### src/rtl/mem_port_arbiter.sv
// Arbiter sharing one single-port synchronous RAM between the fetch and load/store ports.
// One transaction in flight; data has priority, a defer counter bounds fetch starvation.
module mem_port_arbiter #(
  parameter int unsigned ADDR_W    = 10,
  parameter int unsigned DATA_W    = 32,
  parameter int unsigned RAM_LAT   = 1,
  parameter int unsigned MAX_DEFER = 4
) (
  input  logic              CLK,
  input  logic              RSTn,
  input  logic              if_req,
  input  logic [ADDR_W-1:0] if_addr,
  output logic              if_gnt,
  output logic              if_rvalid,
  output logic [DATA_W-1:0] if_rdata,
  input  logic              d_req,
  input  logic              d_we,
  input  logic [ADDR_W-1:0] d_addr,
  input  logic [DATA_W-1:0] d_wdata,
  output logic              d_gnt,
  output logic              d_rvalid,
  output logic [DATA_W-1:0] d_rdata,
  output logic              ram_en,
  output logic              ram_we,
  output logic [ADDR_W-1:0] ram_addr,
  output logic [DATA_W-1:0] ram_wdata,
  input  logic [DATA_W-1:0] ram_rdata
);

  typedef enum logic [0:0] {StIdle, StWait} state_e;

  state_e            state_q, state_d;
  logic [1:0]        cnt_q, cnt_d;
  logic [3:0]        defer_q, defer_d;
  logic              owner_q, owner_d;  // 1 = data port owns the in-flight read
  logic [DATA_W-1:0] if_rdata_q, if_rdata_d;
  logic [DATA_W-1:0] d_rdata_q, d_rdata_d;
  logic              if_rvalid_q, if_rvalid_d;
  logic              d_rvalid_q, d_rvalid_d;
  logic              grant_if, grant_d;

  always_comb begin
    state_d     = state_q;
    cnt_d       = cnt_q;
    defer_d     = defer_q;
    owner_d     = owner_q;
    if_rdata_d  = if_rdata_q;
    d_rdata_d   = d_rdata_q;
    if_rvalid_d = 1'b0;
    d_rvalid_d  = 1'b0;
    grant_if    = 1'b0;
    grant_d     = 1'b0;
    ram_en      = 1'b0;
    ram_we      = 1'b0;
    ram_addr    = '0;
    ram_wdata   = '0;

    unique case (state_q)
      StIdle: begin
        // Grant outputs are forced low while reset is asserted.
        if (RSTn) begin
          if (d_req && (!if_req || (defer_q < 4'(MAX_DEFER)))) begin
            grant_d = 1'b1;
          end else if (if_req) begin
            grant_if = 1'b1;
          end
        end

        if (if_req && grant_d) begin
          defer_d = defer_q + 4'd1;
        end else begin
          defer_d = '0;
        end

        if (grant_d) begin
          ram_en    = 1'b1;
          ram_we    = d_we;
          ram_addr  = d_addr;
          ram_wdata = d_wdata;
        end else if (grant_if) begin
          ram_en   = 1'b1;
          ram_addr = if_addr;
        end

        if (grant_if || (grant_d && !d_we)) begin
          state_d = StWait;
          cnt_d   = 2'(RAM_LAT);
          owner_d = grant_d;
        end
      end

      StWait: begin
        if (cnt_q == 2'd1) begin
          state_d = StIdle;
          if (owner_q) begin
            d_rdata_d  = ram_rdata;
            d_rvalid_d = 1'b1;
          end else begin
            if_rdata_d  = ram_rdata;
            if_rvalid_d = 1'b1;
          end
        end else begin
          cnt_d = cnt_q - 2'd1;
        end
      end

      default: state_d = StIdle;
    endcase
  end

  always_ff @(posedge CLK or negedge RSTn) begin
    if (!RSTn) begin
      state_q     <= StIdle;
      cnt_q       <= '0;
      defer_q     <= '0;
      owner_q     <= 1'b0;
      if_rdata_q  <= '0;
      d_rdata_q   <= '0;
      if_rvalid_q <= 1'b0;
      d_rvalid_q  <= 1'b0;
    end else begin
      state_q     <= state_d;
      cnt_q       <= cnt_d;
      defer_q     <= defer_d;
      owner_q     <= owner_d;
      if_rdata_q  <= if_rdata_d;
      d_rdata_q   <= d_rdata_d;
      if_rvalid_q <= if_rvalid_d;
      d_rvalid_q  <= d_rvalid_d;
    end
  end

  assign if_gnt    = grant_if;
  assign d_gnt     = grant_d;
  assign if_rvalid = if_rvalid_q;
  assign d_rvalid  = d_rvalid_q;
  assign if_rdata  = if_rdata_q;
  assign d_rdata   = d_rdata_q;

endmodule

### config.mk
export PLATFORM = sky130hd
export DESIGN_NAME = mem_port_arbiter
export DESIGN_NICKNAME = d
export VERILOG_FILES = /design/src/rtl/mem_port_arbiter.sv
export SDC_FILE = /design/constraint.sdc
export NUM_CORES = 1
export LEC_CHECK = 0
export CORE_UTILIZATION = 41
export CTS_BUF_LIST = sky130_fd_sc_hd__clkbuf_4 sky130_fd_sc_hd__clkbuf_8
export DETAILED_ROUTE_END_ITERATION = 8
export HOLD_SLACK_MARGIN = 0.03
export PLACE_DENSITY = 0.88
export SLEW_MARGIN = 10
export SYNTH_ARGS = -nofsm -noshare
export SYNTH_HDL_FRONTEND = slang
export SYNTH_SLANG_ARGS = --single-unit
export TNS_END_PERCENT = 100
### constraint.sdc
create_clock -name CLK -period 4.2 [get_ports CLK]
set_input_delay 0.84 -clock CLK [delete_from_list [all_inputs] [get_ports CLK]]
set_output_delay 0.84 -clock CLK [all_outputs]
set_load 0.02 [all_outputs]
Word-level counts from Yosys, hierarchy flattened
Cells that the tools add are included.
- add/subtract/negate cells: 2
- magnitude comparators: 1
- eq/ne operators: 3
- muxes and demuxes: 32
- bitwise gates (word level): 2
- reductions and logical operators: 11
- operators with widths (operator ; number):
    two-way mux 32 bit ; 2
    two-way mux 10 bit ; 3
    two-way mux 1 bit ; 22
    AND reduction 3 bit ; 2
    adder 4 x 1 -> 4 bit, second input constant ; 1
    < comparator 4 x 3 -> 1 bit, second input constant ; 1
    two-way mux 2 bit ; 2
    two-way mux 4 bit ; 1
    inequality test 2 bit, second input constant ; 2
    case mux 2 bit (2 select lines) ; 1
    AND reduction 2 bit ; 2
    logical AND 1 bit ; 3
    == test 2 x 1 -> 1 bit, second input constant ; 1
    zero test 1 bit ; 2
    logical OR 1 bit ; 2
    NOT 1 bit ; 2
    case mux 1 bit (2 select lines) ; 1
    subtractor 2 x 1 -> 2 bit, second input constant ; 1
- bits in registers: 74
- input port bits: 89
- word-level logic and storage cells: 59

Depth between registers and ports, before layout
- depth after elaboration: 10
- mapped depth: 5

Worst setup path before layout
Ideal clock, no wire load.
- path type: input -> output
- from: in d_req
- to: out ram_addr[1]
- arrival time: 1.814 ns
- required time: 3.360 ns
- slack: 1.546 ns
- stages: 5
- path buffers: 1
- path through: nor3b_2 or3_4 clkinv_2 buf_6 a22o_1
- longest elaborated chain between the ends: 7
- elaborated cells on any way between the ends: 10
- those cells by class: mux (9); reduce/logical (1)
- ends and longest elaborated chain (element ; line ; RTL):
    start, declared ; 16 ; input logic d_req,
    logical AND 1 bit * ; 62 ; if (d_req && (!if_req || (defer_q < 4'(MAX_DEFER)))) begin
    two-way mux 1 bit ; 62 ;
    two-way mux 1 bit ; 61 ; if (RSTn) begin
    two-way mux 1 bit ; 58 ; unique case (state_q)
    two-way mux 10 bit ; 80 ; end else if (grant_if) begin
    two-way mux 10 bit * ; 75 ; if (grant_d) begin
    two-way mux 10 bit * ; 58 ;
    end, declared ; 25 ; output logic [ADDR_W-1:0] ram_addr,
Every way passes the cells marked *; elsewhere a longest branch is shown, timed or not. The select of a mux whose other input is x is not followed.

Final worst setup path
- from: in d_req
- to: out ram_addr[8]
Same word-level chain as after synthesis.

==> results.py <==
metrics = {
    "drt": {
        "wl_per_cell_um": 17.7,
        "drt-initial-drc-count": 86,
        "drt-total-wl_mm": 9.45,
        "via_per_inst": 4.81,
        "vias": 2563,
        "drc": 0,
        "dr.pass1.iters": 5,
        "ant_nets": 0,
    },
    "global_routing": {
        "met3_usage_pct": 6.48,
        "antenna_found_initial": 0,
        "grt.met2_usage_pct": 45.0,
        "grt_max_degree": 75,
        "grt_pass1_vias": 2784,
        "gr-usage-all-layers_pct": 24.1,
        "met1_usage_pct": 27.9,
        "grt_pass1_wl_mm": 15.2,
        "busiest_layer": "met2",
        "grt_overflow": 0,
    },
    "critical_path": {
        "crit_type": "in -> out",
        "r2r-end": "d_rdata[8]",
        "timing.rr.start": "cnt_q[1]",
        "critPathCaptureType": "output port",
        "cp-endpoint": "ram_addr[8]",
        "worstRegToRegCells": 4,
        "worst_setup_path_start_kind": "input pin",
        "critPathRequiredTime_ns": 3.36,
        "crit_fanout": 13,
        "critPathLaunch": "d_req",
        "arrival_ns": 2.83,
        "reg2reg_slack_ns": 2.08,
    },
    "finish": {
        "syn2layout_area_growth_pct": 71.3,
        "fin_cells": 533,
        "fin_nets": 520,
        "final_util_pct": 74.1,
        "n_antenna_cell": 0,
        "drive_above_1_share_pct": 7.14,
    },
    "clocking": {
        "clock_latency_ns": 0.34,
        "ctsResizeCount": 0,
        "cts_tree": "built",
        "cts_buffers": 9,
        "max-clock-path-buffers": 2,
        "postCtsSetupBuffers": 0,
        "clock-sinks": 74,
        "cts.htree.levels": 3,
        "path_clk_slew_ns": 0.08,
        "hold_buffers": 0,
        "cts_root_buffer": "clkbuf_8",
    },
    "synth": {
        "synth_ff_type": "dfrtp_1",
        "synth_commonest_cells": "dfrtp_1 (74), mux2_1 (58), and2_1 (35), a22o_1 (10)",
        "async_reset_ff_share_pct": 100,
        "ys_seq_elements": 74,
        "synth_area_leaders": "dfrtp_1 (58%), mux2_1 (20%), and2_1 (6.8%)",
        "syn_avg_cell_area_um2": 14.0,
        "yosysTopAreaCell": "dfrtp_1",
        "syn_inst": 228,
        "synth_top_area_share_pct": 57.8,
        "synth_edf_count": 0,
        "ys_seq_area_share_pct": 57.8,
        "ys_types": 29,
        "yosys_warnings": 0,
        "yosysMostFrequentCell": "dfrtp_1",
        "synth_nets": 319,
        "synth_area_um2": 3200,
    },
    "timing": {
        "fin_crit_ns": 3.67,
        "relSlewSlack_pct": 36.3,
        "setup_ws_ns": 0.534,
        "hold_slack_ns": 0.492,
        "final_hold_viol_count": 0,
        "finalCritPeriodShare_pct": 87.3,
        "setup_violations": 0,
        "slew_viol_final": 0,
        "worstMarginPinSlew_ns": 0.950,
        "tns_ns": 0,
        "rsz0062_at_grt": "false",
        "fmax_mhz": 273,
        "final.setup_skew_ns": 0.0127,
    },
    "floorplan": {
        "die_area_um2": 8170,
        "core_um2": 7410,
        "die_h_um": 90.4,
        "rows": 31,
        "ios": 201,
        "initial_core_util_pct": 43.2,
        "die_w_um": 90.4,
    },
    "run_status": {
        "status": "finished clean",
    },
    "worst_hold_path": {
        "min-delay-start": "if_rdata[17]",
        "holdCritPathClass": "reg -> reg",
    },
    "flow_run": {
        "cap_violations": 0,
    },
    "placement": {
        "hpwl_mm": 7.26,
        "io_buffers": 200,
        "place_congestion": 0.808,
        "dpl_worst_slack_ns": 0.531,
        "dp_cells": 517,
    },
    "power_and_ir_drop": {
        "ir_drop_uv": 327,
        "cellPowerDensity_nw_per_um2": 528,
        "p_leak_nw": 2.29,
    },
}
[registers in the layout, summed over array words and instances (netlist names)]
| name | flops |
|---|---|
| cnt_q | 2 |
| d_rdata | 32 |
| d_rvalid | 1 |
| defer_q | 4 |
| if_rdata | 32 |
| if_rvalid | 1 |
| owner_q | 1 |
| state_q | 1 |
[through the flow]
stage	total power, mW	cell area (um2)
CTS	2.93	5490
detailed placement	2.28	5250
finish	2.90	5490
floorplan	1.60	3200
global route	3.03	5490
global placement	2.25	5250
[critical path, stage by stage]
cell	delay [ns]
clkdlybuf4s50_1	0.44
nor3b_2	0.18
or3_4	0.40
clkinv_2	0.18
a22o_1	0.17
clkdlybuf4s50_1	0.62
[layout by cell type (no fill, tap or decap), types with 2 or more instances in the layout]
cell / n
nor2_1: 6
buf_4: 4
dfrtp_1: 74
bufinv_16: 2
inv_1: 3
nor2b_1: 2
mux2_1: 58
a22o_1: 10
clkinv_4: 2
clkbuf_8: 10
a31oi_1: 2
ha_1: 2
clkdlybuf4s50_1: 199
nand2_1: 2
mux2_2: 6
and2_1: 35
[layer usage]
| layer | routed length (um) | up-vias |
|---|---|---|
| li1 | - | 1186 |
| met1 | 3770 | 1262 |
| met2 | 5060 | 108 |
| met3 | 576 | 7 |
| met4 | 49 | 0 |
| met5 | 0 | - |
[where the power goes]
group	switching, mW	internal (mW)	total, mW
registers	0.118	0.944	1.06
logic	0.557	0.636	1.19
clock network	0.282	0.359	0.641
[how the worst min path moves through the flow]
stage	to	cells after the start	slack, ns
detailed placement	d_rdata[22]	1	0.48
floorplan	defer_q[1]	2	0.49
global placement	d_rdata[15]	1	0.47
finish	if_rdata[17]	1	0.49
CTS	if_rdata[17]	1	0.50
global route	if_rdata[17]	1	0.51
[cell families after synthesis]
kind of cell | Yosys count | synth area share (%)
AOI/OAI and AO/OA | 15 | 3.75
xor gates and xnor gates | 2 | 0.547
adders and majority gates | 2 | 0.781
buffers and inverters | 17 | 3.55
DFF | 74 | 57.8
muxes | 65 | 22.8
and+or+nand+nor | 53 | 10.7
[area by class of cell]
type                    instances  area, um2
fillers                       522       1920
clock inverters                 6       97.6
multi-input cells             137       1240
clock buffers                  10        138
flip-flops and latches         74       1850
inverters                       4       16.3
repair buffers                203       2020
well taps                      99        124
Power figures use the tool's default switching activity.
